`src/rtl/alu_result_stage_pkg.sv`:
```
// Shared definitions for the ALU result stage:
// control kinds, result-select codes and the writeback entry type.
package alu_result_stage_pkg;

    localparam logic [1:0] CTRL_NONE   = 2'd0;
    localparam logic [1:0] CTRL_BRANCH = 2'd1;
    localparam logic [1:0] CTRL_JAL    = 2'd2;
    localparam logic [1:0] CTRL_JALR   = 2'd3;

    localparam logic [31:0] RES_ADD1 = 32'd0;
    localparam logic [31:0] RES_SUB  = 32'd1;
    localparam logic [31:0] RES_SLT  = 32'd2;
    localparam logic [31:0] RES_SLTU = 32'd3;
    localparam logic [31:0] RES_XOR  = 32'd4;
    localparam logic [31:0] RES_OR   = 32'd5;
    localparam logic [31:0] RES_AND  = 32'd6;
    localparam logic [31:0] RES_SLL  = 32'd7;
    localparam logic [31:0] RES_SRL  = 32'd8;
    localparam logic [31:0] RES_SRA  = 32'd9;
    localparam logic [31:0] RES_PCINC = 32'd10;
    localparam logic [31:0] RES_ADD2 = 32'd11;

    typedef struct packed {
        logic [4:0]  rd;
        logic        we;
        logic [31:0] data;
    } wb_entry_t;

endpackage

```
`src/rtl/alu_result_stage_wb_skid_buffer.sv`:
```
// Two-entry valid/ready skid buffer; MAIN drives the outputs,
// SKID catches one entry while MAIN is stalled.
module wb_skid_buffer #(
    parameter type T = logic [31:0]
) (
    input  logic clk,
    input  logic rst,
    input  logic flush,
    input  logic in_valid,
    output logic in_ready,
    input  T     in_data,
    output logic out_valid,
    input  logic out_ready,
    output T     out_data
);

    logic r_main_v;
    logic r_skid_v;
    logic r_in_ready;
    T     r_main;
    T     r_skid;
    logic w_push;
    logic w_fire;

    assign w_push    = in_valid && r_in_ready;
    assign w_fire    = r_main_v && out_ready;
    assign in_ready  = r_in_ready;
    assign out_valid = r_main_v;
    assign out_data  = r_main;

    // Occupancy and entry movement; in_ready tracks "SKID empty next cycle".
    always_ff @(posedge clk) begin
        if (rst || flush) begin
            r_main_v   <= 1'b0;
            r_skid_v   <= 1'b0;
            r_in_ready <= 1'b1;
            if (rst) begin
                r_main <= '0;
                r_skid <= '0;
            end
        end else if (!r_main_v) begin
            if (w_push) begin
                r_main   <= in_data;
                r_main_v <= 1'b1;
            end
        end else if (r_skid_v) begin
            if (w_fire) begin
                r_main     <= r_skid;
                r_skid_v   <= 1'b0;
                r_in_ready <= 1'b1;
            end
        end else if (w_fire) begin
            r_main_v <= w_push;
            if (w_push) begin
                r_main <= in_data;
            end
        end else if (w_push) begin
            r_skid     <= in_data;
            r_skid_v   <= 1'b1;
            r_in_ready <= 1'b0;
        end
    end

endmodule

```
`src/rtl/alu_result_stage.sv`:
```
// Execute-to-writeback stage: picks the ALU result, resolves
// branch/jump redirects and queues the writeback entry.
module alu_result_stage
    import alu_result_stage_pkg::*;
#(
    parameter int RES_SEL_W = 4
) (
    input  logic                 clk,
    input  logic                 rst,
    input  logic                 flush,
    input  logic                 in_valid,
    output logic                 in_ready,
    input  logic [RES_SEL_W-1:0] res_sel,
    input  logic [1:0]           ctrl,
    input  logic [4:0]           rd,
    input  logic                 rd_we,
    input  logic [31:0]          pc_inc,
    input  logic [31:0]          add_1_o,
    input  logic [31:0]          add_2_o,
    input  logic [31:0]          pc_mod_o,
    input  logic [31:0]          sub_o,
    input  logic [31:0]          slt_o,
    input  logic [31:0]          sltu_o,
    input  logic [31:0]          xor_o,
    input  logic [31:0]          or_o,
    input  logic [31:0]          and_o,
    input  logic [31:0]          sll_o,
    input  logic [31:0]          srl_o,
    input  logic [31:0]          sra_o,
    input  logic                 cmp_o,
    output logic                 out_valid,
    input  logic                 out_ready,
    output logic [4:0]           wb_rd,
    output logic                 wb_we,
    output logic [31:0]          wb_data,
    output logic                 redirect_valid,
    output logic [31:0]          redirect_pc
);

    logic [31:0] w_sel;
    logic [31:0] w_sel_data;
    logic        w_take;
    logic [31:0] w_target;
    logic        w_accept;
    logic        w_buf_ready;
    wb_entry_t   w_entry;
    wb_entry_t   w_out;
    logic        r_redirect_valid;
    logic [31:0] r_redirect_pc;

    assign w_sel    = 32'(res_sel);
    assign w_accept = in_valid && w_buf_ready && !flush && !rst;
    assign in_ready = w_buf_ready;

    // Result-bus mux; unused codes read as zero.
    always_comb begin
        w_sel_data = '0;
        case (w_sel)
            RES_ADD1:  w_sel_data = add_1_o;
            RES_SUB:   w_sel_data = sub_o;
            RES_SLT:   w_sel_data = slt_o;
            RES_SLTU:  w_sel_data = sltu_o;
            RES_XOR:   w_sel_data = xor_o;
            RES_OR:    w_sel_data = or_o;
            RES_AND:   w_sel_data = and_o;
            RES_SLL:   w_sel_data = sll_o;
            RES_SRL:   w_sel_data = srl_o;
            RES_SRA:   w_sel_data = sra_o;
            RES_PCINC: w_sel_data = pc_inc;
            RES_ADD2:  w_sel_data = add_2_o;
            default:   w_sel_data = '0;
        endcase
    end

    // Control resolution: redirect decision, target and entry shaping.
    always_comb begin
        w_take        = 1'b0;
        w_target      = '0;
        w_entry.rd    = rd;
        w_entry.we    = rd_we && (rd != 5'd0);
        w_entry.data  = w_sel_data;
        case (ctrl)
            CTRL_BRANCH: begin
                w_take     = cmp_o;
                w_target   = add_2_o;
                w_entry.we = 1'b0;
            end
            CTRL_JAL: begin
                w_take       = 1'b1;
                w_target     = add_2_o;
                w_entry.data = pc_inc;
            end
            CTRL_JALR: begin
                w_take       = 1'b1;
                w_target     = pc_mod_o;
                w_entry.data = pc_inc;
            end
            default: begin
                w_take = 1'b0;
            end
        endcase
    end

    // Redirect pulse for the cycle after an accepted taken branch/jump.
    always_ff @(posedge clk) begin
        if (rst) begin
            r_redirect_valid <= 1'b0;
            r_redirect_pc    <= '0;
        end else begin
            r_redirect_valid <= w_accept && w_take;
            if (w_accept && w_take) begin
                r_redirect_pc <= w_target;
            end
        end
    end

    wb_skid_buffer #(
        .T(wb_entry_t)
    ) u_skid (
        .clk       (clk),
        .rst       (rst),
        .flush     (flush),
        .in_valid  (w_accept),
        .in_ready  (w_buf_ready),
        .in_data   (w_entry),
        .out_valid (out_valid),
        .out_ready (out_ready),
        .out_data  (w_out)
    );

    assign wb_rd          = w_out.rd;
    assign wb_we          = w_out.we;
    assign wb_data        = w_out.data;
    assign redirect_valid = r_redirect_valid;
    assign redirect_pc    = r_redirect_pc;

endmodule

```
`config.mk`:
```
export PLATFORM = sky130hd
export DESIGN_NAME = alu_result_stage
export DESIGN_NICKNAME = d
export VERILOG_FILES = /design/src/rtl/alu_result_stage_pkg.sv /design/src/rtl/alu_result_stage_wb_skid_buffer.sv /design/src/rtl/alu_result_stage.sv
export SDC_FILE = /design/constraint.sdc
export NUM_CORES = 1
export LEC_CHECK = 0
export CORE_AREA = 2 2 200 202
export DETAILED_ROUTE_END_ITERATION = 6
export DIE_AREA = 0 0 202 204
export HOLD_SLACK_MARGIN = 0.05
export MAX_ROUTING_LAYER = met4
export SLEW_MARGIN = 0
export SYNTH_ARGS = -nofsm -noshare
export SYNTH_HDL_FRONTEND = slang
export SYNTH_SLANG_ARGS = --single-unit
```
`constraint.sdc`:
```
create_clock -name clk -period 13.3 [get_ports clk]
set_input_delay 1.995 -clock clk [delete_from_list [all_inputs] [get_ports clk]]
set_output_delay 1.995 -clock clk [all_outputs]
set_load 0.03 [all_outputs]
```
# After elaboration in Yosys (flattened, before gate mapping)
# Index checks and enable logic that the tools add are counted.
# classes
n_reduce_logical	20
muxes	28
eq_ne	20
# op_table
operator	n
$mux 38	12
$pmux 32 s12	1
$pmux 32 s2	1
$logic_not 32->1	1
$mux 32	1
$eq 4x3->1 const B	4
$eq 4x4->1 const B	4
$mux 1	12
$eq 4x2->1 const B	2
$ne 2x2->1 const B	4
$logic_and 1x1->1	7
$reduce_bool 2->1	3
$reduce_and 5->1	1
$reduce_bool 5->1	1
$eq 2x2->1 const B	2
$eq 4x1->1 const B	1
$reduce_and 4->1	1
$reduce_or 2->1	2
$ne 3x3->1 const B	1
$eq 2x1->1 const B	1
$logic_not 1->1	2
$ne 2x1->1 const B	1
$pmux 1 s2	1
$reduce_and 2->1	1
$logic_or 1x1->1	1
# word_totals
wordCells	79
regBits	112
in_bits	434

# Depth between registers and ports, before layout
# Gate-level depths: netlist of run 1.
# logic_depth
ltp_word	9
depth_mapped	10

# Modules after synthesis
# From an unflattened synthesis of run 1, not the netlist that was laid out.
# hier_totals
hier_cells	984
area_unflattened_um2	8742.1
# modules_own_cells
mod	seq_area_each_um2	cells_per_inst	n_inst	area_each_um2
alu_result_stage	660.6	673	1	5136.2
wb_skid_buffer	2342.2	311	1	3606.0

# Least setup slack after synthesis of run 1
# OpenSTA, ideal clock, no wires.
# synth_timing
path_type	in2reg
start	input rst
end	register u_skid.r_skid[0] (netlist bit) (enable)
setup_time_ns	0.491
stages	6
slack_ns	7.108
n_path_buf	4
arrival_time_ns	5.701
t_required_ns	12.809
path_cell_list	buf_2 nand4bb_1 clkbuf_1 clkbuf_1 buf_2 o31ai_1
# synth_between
elab_chain_len	5
# synth_rtl
item	line_no	source
from (decl)	alu_result_stage.sv:9	input logic rst,
$logic_not 1->1	alu_result_stage.sv:52	assign w_accept = in_valid && w_buf_ready && !flush && !rst;
$logic_and 1x1->1	alu_result_stage.sv:52	
$logic_and 1x1->1	alu_result_stage_wb_skid_buffer.sv:25	assign w_push = in_valid && r_in_ready;
$reduce_bool 2->1 (no source line)	n/a	
$reduce_and 5->1 (no source line) (*)	n/a	
to (signal assigned)	alu_result_stage_wb_skid_buffer.sv:58	r_skid <= in_data;
to (decl)	alu_result_stage_wb_skid_buffer.sv:21	T r_skid;
# Every way passes the cells marked *; elsewhere a longest branch is shown, timed or not.
# A chain may end at the register's enable or synchronous reset.

# Final worst setup path of run 1
# layout_timing
start	input res_sel[3]
end	register u_skid.r_main, in the netlist u_skid.out_data[23], data pin
# layout_between
elab_chain_len	8
# layout_rtl
item	line_no	source
from (decl)	alu_result_stage.sv:13	input logic [RES_SEL_W-1:0] res_sel,
$logic_not 32->1 (tied with other cells)	alu_result_stage.sv:58	case (w_sel)
$pmux 32 s12 (*)	alu_result_stage.sv:58	
$mux 32 (*)	alu_result_stage.sv:82	case (ctrl)
$mux 38 (*)	alu_result_stage_wb_skid_buffer.sv:42, alu_result_stage_wb_skid_buffer.sv:54	
$mux 38	alu_result_stage_wb_skid_buffer.sv:52	end else if (w_fire) begin
$mux 38	alu_result_stage_wb_skid_buffer.sv:46	end else if (r_skid_v) begin
$mux 38 (*)	alu_result_stage_wb_skid_buffer.sv:41	end else if (!r_main_v) begin
$mux 38 (*)	alu_result_stage_wb_skid_buffer.sv:33	if (rst || flush) begin
to (signal assigned)	alu_result_stage_wb_skid_buffer.sv:43	r_main <= in_data;
to (signal assigned)	alu_result_stage_wb_skid_buffer.sv:48	r_main <= r_skid;
to (signal assigned)	alu_result_stage_wb_skid_buffer.sv:55	r_main <= in_data;
to (decl)	alu_result_stage_wb_skid_buffer.sv:20	T r_main;
# Every way passes the cells marked *; elsewhere a longest branch is shown, timed or not. The select of a mux whose other input is x is not followed.

==> results of run 1 <==
cells in the final DEF, fill, tap and decap left out, types with 6 or more instances in the layout:
cell type and n:
sky130_fd_sc_hd__a2111oi_2 6, sky130_fd_sc_hd__a211oi_1 42, sky130_fd_sc_hd__a21oi_1 31, sky130_fd_sc_hd__a221oi_1 17, sky130_fd_sc_hd__a22o_1 11, sky130_fd_sc_hd__a22oi_1 104, sky130_fd_sc_hd__a311oi_1 10, sky130_fd_sc_hd__a31oi_1 17
sky130_fd_sc_hd__a32oi_1 21, sky130_fd_sc_hd__and2_1 11, sky130_fd_sc_hd__and3_1 22, sky130_fd_sc_hd__buf_4 28, sky130_fd_sc_hd__clkbuf_16 9, sky130_fd_sc_hd__clkdlybuf4s50_1 501, sky130_fd_sc_hd__dfxtp_1 36, sky130_fd_sc_hd__diode_2 13
sky130_fd_sc_hd__edfxtp_1 76, sky130_fd_sc_hd__inv_1 10, sky130_fd_sc_hd__mux2i_1 36, sky130_fd_sc_hd__mux4_2 6, sky130_fd_sc_hd__nand2_1 72, sky130_fd_sc_hd__nand3_1 19, sky130_fd_sc_hd__nor2_1 73, sky130_fd_sc_hd__nor2b_1 13
sky130_fd_sc_hd__nor3_1 23, sky130_fd_sc_hd__nor3b_1 14, sky130_fd_sc_hd__nor4_1 7, sky130_fd_sc_hd__o211ai_1 18, sky130_fd_sc_hd__o21a_1 6, sky130_fd_sc_hd__o21ai_0 52, sky130_fd_sc_hd__o21ai_1 18, sky130_fd_sc_hd__o221ai_1 13
sky130_fd_sc_hd__o22ai_1 20, sky130_fd_sc_hd__o32ai_1 7
cell families after synthesis:
kind of cell / count (synthesis)
buf+inv: 123
compound gates: 430
simple gates: 297
fa+ha+maj: 4
flops: 112
mux: 44
area by class of cell:
type / count / area [um^2] / area share (%)
multi-input cells: 775 / 5330 / 36.4
repair buffers: 531 / 5240 / 35.8
flip-flops and latches: 112 / 3000 / 20.6
well taps: 525 / 657 / 4.50
clock buffers: 10 / 239 / 1.64
clock inverters: 6 / 82.6 / 0.565
inverters: 10 / 37.5 / 0.257
diodes: 13 / 32.5 / 0.223
power breakdown:
part           total (uW)  leakage, uW  switching [uW]  internal (uW)
registers             401      0.00110            9.37            392
logic                 406      0.00374             211            195
clock network         315     0.000162             152            163
total                1120      0.00501             373            750
worst max-delay path, cell delays in order:
cell                        delay [ns]
sky130_fd_sc_hd__buf_4            0.38
sky130_fd_sc_hd__buf_4            0.64
sky130_fd_sc_hd__nor2b_4          0.97
sky130_fd_sc_hd__a22oi_1          0.21
sky130_fd_sc_hd__o22ai_1          0.28
sky130_fd_sc_hd__a211oi_1         0.12
sky130_fd_sc_hd__a2111oi_2        0.34
final timing paths:
| path | end | slack, ns | depth (start not counted) |
|---|---|---|---|
| max reg2reg | u_skid.out_data[6] | 10.69 | 4 |
| min | redirect_pc[13] | 0.50 | 2 |
| min reg2reg | redirect_pc[13] | 0.50 | 2 |
| max | u_skid.out_data[23] | 8.46 | 7 |
state kept, by name, summed over array words and instances, names as in the netlist:
register and count:
u_skid.out_data 38, u_skid.r_skid 38, redirect_pc 32, redirect_valid 1
u_skid.in_ready 1, u_skid.out_valid 1, u_skid.r_skid_v 1
through the flow:
| step | instance area, um^2 | cells | total power, uW | hold WS [ns] |
|---|---|---|---|---|
| final | 14600 | 1982 | 1120 | 0.502 |
| after global routing | 14600 | 1980 | 1160 | 0.522 |
| after floorplan | 8920 | 1010 | 571 | 0.521 |
| after CTS | 14600 | 1969 | 1120 | 0.501 |
| after global placement | 14300 | 1953 | 807 | 0.485 |
| after detailed placement | 14300 | 1953 | 808 | 0.490 |
routing by layer:
metal	GRT usage (%)	part of all wire (%)	vias to the layer above
met5	-	0	-
li1	-	-	4919
met3	6.70	9.5	144
met4	14.4	5.1	0
met2	47.9	46	854
met1	37.5	40	5550
==> summary.md, run 1 <==
The run finished with clean final reports. The region available for standard cell placement spans 39200 um^2. Largest net degree at the start of global routing: 85. The synthesized netlist devotes 35.0% of its cell area to compound gates. The startpoint identified for the worst hold timing path is redirect_pc[13]. The die height was 204 um. The insertion delay to the later sink of the worst-skew pair is 0.38 ns.

The cell row count was 73; the worst endpoint required time was 13.49 ns. TritonCTS built the clock tree. The final count of pins violating max slew is 0, and the post-synthesis sequential element count is 112. The main combinational cell family by area after synthesis is compound AO/OA/AOI/OAI gates.

Of the available clock period, the critical path in the final layout requires 36.4%. The arithmetic-cell share of the synthesized area counting full adders, half adders and majority gates is 0.561%, and the final routed wirelength across all metal layers is 63800 um. Summing the areas of all and, or, nand and nor instances in the mapped netlist gives 17.6% of the synthesized area. The clock period could shrink to 4.84 ns. The first global-routing pass estimated 86500 um of wire. The tools report the clock tree root buffer cell as sky130_fd_sc_hd__clkbuf_16. Of the synthesized area, sequential elements account for 33.7%. The run gives 6 as the number of optimization iterations in the first detailed-route pass. For the pin with the worst max-slew slack, the measured transition is 1.23 ns.

Post-synthesis cell type with the largest combined area: sky130_fd_sc_hd__edfxtp_1. The average routed wire per standard cell was 32.2 um; the starting utilization of the core area was 22.8%. Summing the areas of all xor and xnor instances in the mapped netlist gives 0% of the synthesized area. After filler insertion, the fill cell instance count of the layout stands at 4044.

By count the netlist is led by 104 x sky130_fd_sc_hd__a22oi_1, 76 x sky130_fd_sc_hd__edfxtp_1, 74 x sky130_fd_sc_hd__nor2_1. The setup clock skew after layout was 0.00873 ns; the final net count was 1877. Number of global-route vias before repair: 11300. Critical path capture point type: a flop. In this run the worst hold path is classified as flop to flop. Buffers inserted to repair hold after CTS numbered 0. The net count after synthesis was 1448; the clock transition at the registers of the reported paths was 0.09 ns. The logs give 8.20 ns for the post-placement worst setup slack and 1428 for the initial DRC count.

A synthesized cell averages 8.83 um^2. Synthesis produced a netlist whose cell count is 1010. For the highest achievable clock rate, the log shows 0.206 GHz.

The number of levels the H-tree was split into was 3; the distinct cell type count of the synthesized netlist was 73. The worst setup path is launched from an input port. The floorplan step defined a die boundary enclosing 41200 um^2. The maximum fanout along the worst path works out to 54. In this run, synthesis inferred 76 flip-flops with an integrated enable. Number of buffer cells added on primary ports: 506. In this run the biggest area consumer among cell types represents 25.6% of the synthesized area. The startpoint identified for the worst register-to-register timing path is u_skid.in_ready. Once routing completed, OpenROAD measured the worst setup slack at 8.46 ns. Of all flip-flops after synthesis, the portion carrying an async set or reset was 0%. For this design the top-level I/O count stands at 507. Measured on the finished design, the core utilization comes to 37.3%. For the total of cells resized after clock tree synthesis, the log shows 0. The worst setup path startpoint was res_sel[3]. The worst-case vdd ir drop came out at 0.0589 mV.

The logs give 0 for the remaining global-route overflow and 0 for the remaining routing DRC violations. For this design the ratio of total power to cell area is 76.8 nW/um^2. The dominant register cell in the synthesized netlist was sky130_fd_sc_hd__edfxtp_1. The most numerous cell in the Yosys netlist was sky130_fd_sc_hd__a22oi_1. The area growth from synthesis to layout is 63.8%. The critical path is of the input port to flop type.

The headroom to the max-slew limit is 17.9%, and the sink count of the clock tree is 112. The die is 202 um wide. Clock tree synthesis inserted a total of 9 buffers. The final number of setup-violating endpoints was 0. The detailed-placement wirelength estimate was 49800 um.

The last weighted congestion value of the routability-driven placer was 0.961; the standby leakage power was 0.00501 uW. The residual antenna-violating net count after detailed routing came out at 0. The run gives 0 as the final-report hold violation count. The longest clock path from root to sink contains 2 buffers. The tools report the number of post-CTS setup repair buffers as 0. The total negative setup slack is 0 ns. Setup repair after global routing left no endpoint under its margin. Multiplexer cells account for 5.81% of the synthesized area. Data on the critical path arrives at its endpoint at 5.03 ns. The initial antenna violation count is 11, and the fraction of final layout cells sized beyond drive strength 1 is 5.68%. During synthesis, Yosys emitted a total of 0 warnings. Max-cap violations in this run came to 0.

In the global route stage, overall resource usage came out at 30.6%. Ranked by total cell area, the synthesized netlist is headed by sky130_fd_sc_hd__edfxtp_1 26%, sky130_fd_sc_hd__a22oi_1 8.8%, sky130_fd_sc_hd__dfxtp_1 8.1%. Using the TritonRoute via totals, the vias-per-cell ratio works out to 5.79.

The logs give 8920 um^2 for the post-synthesis cell area and 11500 for the total via count in the routed design.
Power figures use the tool's default switching activity.
==> inputs of run 2 (changes only) <==
==> constraint.sdc (replaced) <==
create_clock -name clk -period 4.62 [get_ports clk]
set_input_delay 0.693 -clock clk [delete_from_list [all_inputs] [get_ports clk]]
set_output_delay 0.693 -clock clk [all_outputs]
set_load 0.03 [all_outputs]
==> run 2 against run 1 <==
Net effect: clock skew up 0.0046 ns; worst hold slack about the same; power rose to 2.8 times the previous value; clock power rose to 2.8 times the previous value; wire length down 4.0%; cell area up 0.32%; core utilization up 0.12 points; die area unchanged; critical path depth up 1; critical path type unchanged; largest power group unchanged.
==> summary.md, run 2 (synthesis results as in run 1) <==
The number of buffer cells added on primary ports is 506 (unchanged). Arrival time at the worst endpoint: 3.37 ns (was 5.03 ns). The highest achievable clock rate was 0.304 GHz. The run gives 4.70 ns (was 13.49 ns) as the worst endpoint required time.

The last weighted congestion value of the routability-driven placer is 0.948 (was 0.961), and the average routed wire per standard cell is 30.8 um (was 32.2 um). The power density normalized to cell area was 218 nW/um^2 (was 76.8 nW/um^2); the area of the die was 41200 um^2 (unchanged). List of cells traversed by the critical path: clkdlybuf4s50_1, inv_1, ha_1, or2_1, buf_4, a222oi_1, nor3b_2, a311oi_1 (was buf_4, buf_4, nor2b_4, a22oi_1, o22ai_1, a211oi_1, a2111oi_2). The launch point of the worst hold path was redirect_pc[29] (was redirect_pc[13]).

The number of levels the H-tree was split into is 3 (unchanged), and the standby leakage power is 0.00502 uW (was 0.00501 uW). The critical setup path kind is input port to flop (unchanged). The tools report the setup clock skew after layout as 0.0133 ns (was 0.00873 ns). Setup repair after global routing left no endpoint under its margin. The clock transition at the registers of the reported paths works out to 0.08 ns (was 0.09 ns).

The tools report the maximum clock insertion buffer count as 2 (unchanged). The critical path capture point type is a flop (unchanged). The relative area change from synthesis to final layout is 64.3% (was 63.8%), and the starting utilization of the core area is 22.8% (unchanged). The cell depth of the worst flop-to-flop path came out at 4 (unchanged). For the largest net degree at the start of global routing, the log shows 66 (was 85). The family with the most delay on the worst path was compound AO/OA/AOI/OAI gates (was buffers and inverters). The horizontal die dimension is 202 um (unchanged). Dividing the final minimum period by the clock period gives 71.2%.

The via density per instance works out to 5.67 (was 5.79). The final routed wirelength across all metal layers was 61200 um (was 63800 um); the number of buffers added by the clock tree synthesis step was 9 (unchanged). The initial DRC count came out at 1259 (was 1428).

The final number of setup-violating endpoints is 0 (unchanged), and the worst-case vdd ir drop is 0.166 mV (was 0.0589 mV). The headroom to the max-slew limit came out at 19.6% (was 17.9%). The logs give 0 (unchanged) for the total of cells resized after clock tree synthesis and 0 (unchanged) for the residual antenna-violating net count after detailed routing. The flow ran to the end, and the final reports show no timing, DRC or antenna violations. The cell at the slowest stage of the critical path was sky130_fd_sc_hd__a222oi_1 (was sky130_fd_sc_hd__nor2b_4). The number of buffers inserted for hold repair after clock tree synthesis is 0 (unchanged), and the instance count along the most critical hold path is 2 (unchanged). For the flop-to-flop setup slack, the log shows 2.19 ns (was 10.69 ns).

Initial antenna violation count: 14 (was 11). Class of the tightest hold or removal check: flop to flop (unchanged). The final net count was 1881 (was 1877); the final count of pins violating max slew was 0 (unchanged). The max-capacitance violation count is 0 (unchanged), and the clock period minus worst slack is 3.29 ns. The final-report hold violation count came out at 0 (unchanged).

The logs give 11300 (was 11500) for the total via count in the routed design and 73 (unchanged) for the cell row count. The run gives 5330 um^2 (unchanged) as the multi-input gate area in the final layout. The most common library cell in the layout ignoring fill and taps was sky130_fd_sc_hd__clkdlybuf4s50_1 (unchanged). The total negative setup slack was 0 ns (unchanged). The run gives 11000 (was 11300) as the number of global-route vias before repair. Number of post-CTS setup repair buffers: 0 (unchanged). The number of fill cells was 4008 (was 4044); the fraction of final layout cells sized beyond drive strength 1 was 5.80% (was 5.68%). TritonCTS built the clock tree. The worst stage delay on the critical path works out to 0.78 ns (was 0.97 ns). The tools report the number of optimization iterations in the first detailed-route pass as 5 (was 6). Insertion delay to the later sink of the worst-skew pair: 0.38 ns (about the same).

The tools report the detailed-placement wirelength estimate as 48700 um (was 49800 um). The register cell area after layout came out at 3000 um^2 (unchanged). Kind of launch point of the worst setup path: an input port (unchanged). The logs give 112 (unchanged) for the sink count of the clock tree and 29.3% (was 30.6%) for the global-route usage over all layers.

The tools report the global-route wire length before repair as 83600 um (was 86500 um). The die height was 204 um (unchanged). The remaining routing DRC violations was 0 (unchanged). The maximum fanout along the worst path works out to 27 (was 54). Worst reg2reg path startpoint: u_skid.in_ready (unchanged). The run gives 0 (unchanged) as the remaining global-route overflow. The floorplan core area was 39200 um^2 (unchanged); the combined buffer and inverter count along the critical path was 3 (was 2). The critical register-to-register path endpoint was u_skid.out_data[0] (was u_skid.out_data[6]). The utilization after layout was 37.4% (was 37.3%). The I/O pin count was 507 (unchanged). The slew at the pin closest to its max-slew limit was 1.21 ns (was 1.23 ns). The endpoint of the worst hold-timing path is redirect_pc[29] (was redirect_pc[13]). Most frequent cells in the layout: 502 x sky130_fd_sc_hd__clkdlybuf4s50_1, 104 x sky130_fd_sc_hd__a22oi_1, 76 x sky130_fd_sc_hd__edfxtp_1 (was 501 x sky130_fd_sc_hd__clkdlybuf4s50_1, 104 x sky130_fd_sc_hd__a22oi_1, 76 x sky130_fd_sc_hd__edfxtp_1). Clock tree root buffer cell: sky130_fd_sc_hd__clkbuf_16 (unchanged).
[run 2: cell type report]
type / count / share of cell area [%]
Clock inverter: 6 / 0.521
Timing Repair Buffer: 535 / 36.1
Inverter: 10 / 0.256
Multi-Input combinational cell: 775 / 36.3
Tap cell: 525 / 4.48
Antenna cell: 14 / 0.239
Sequential cell: 112 / 20.5
Clock buffer: 10 / 1.56
[run 2: worst max-delay path by stage]
stage	start	end	slack [ns]	cells past startpoint
2_1_floorplan	out_ready	u_skid.out_data[0]	0.70	2
3_3_place_gp	ctrl[0]	u_skid.out_data[20]	0.84	8
3_5_place_dp	ctrl[0]	u_skid.out_data[20]	0.87	8
4_1_cts	ctrl[0]	u_skid.out_data[20]	1.24	8
5_1_grt	ctrl[0]	u_skid.out_data[20]	1.26	8
6_report	ctrl[0]	u_skid.out_data[20]	1.33	8
[run 2: where the power goes]
part           switching [uW]  leakage, uW  internal (uW)  total [uW]
Combinational             598      0.00377            565        1160
Sequential               24.6      0.00110           1130        1150
Clock                     446     0.000150            434         880
[run 2: through the flow]
step / hold slack, ns / area [um^2] / power, uW / setup WS [ns] / instances
after floorplan: 0.531 / 8930 / 1640 / 0.696 / 1010
after global placement: 0.486 / 14300 / 2320 / 0.836 / 1957
after detailed placement: 0.490 / 14300 / 2320 / 0.875 / 1957
after CTS: 0.501 / 14600 / 3180 / 1.24 / 1973
after global routing: 0.521 / 14700 / 3290 / 1.26 / 1987
final: 0.501 / 14700 / 3200 / 1.33 / 1987
[run 2: layer usage]
metal	vias to the layer above	global-route usage, %	share of wire [%]
li1	4934	-	-
met1	5571	37.6	42
met2	684	47.1	48
met3	79	4.62	7.3
met4	0	9.53	3.1
met5	-	-	0
[run 2: tightest hold or removal path, stage by stage, from the launching register on]
cell and delay [ns]:
sky130_fd_sc_hd__dfxtp_1 0.31, sky130_fd_sc_hd__nor2_1 0.09, sky130_fd_sc_hd__a211oi_1 0.05
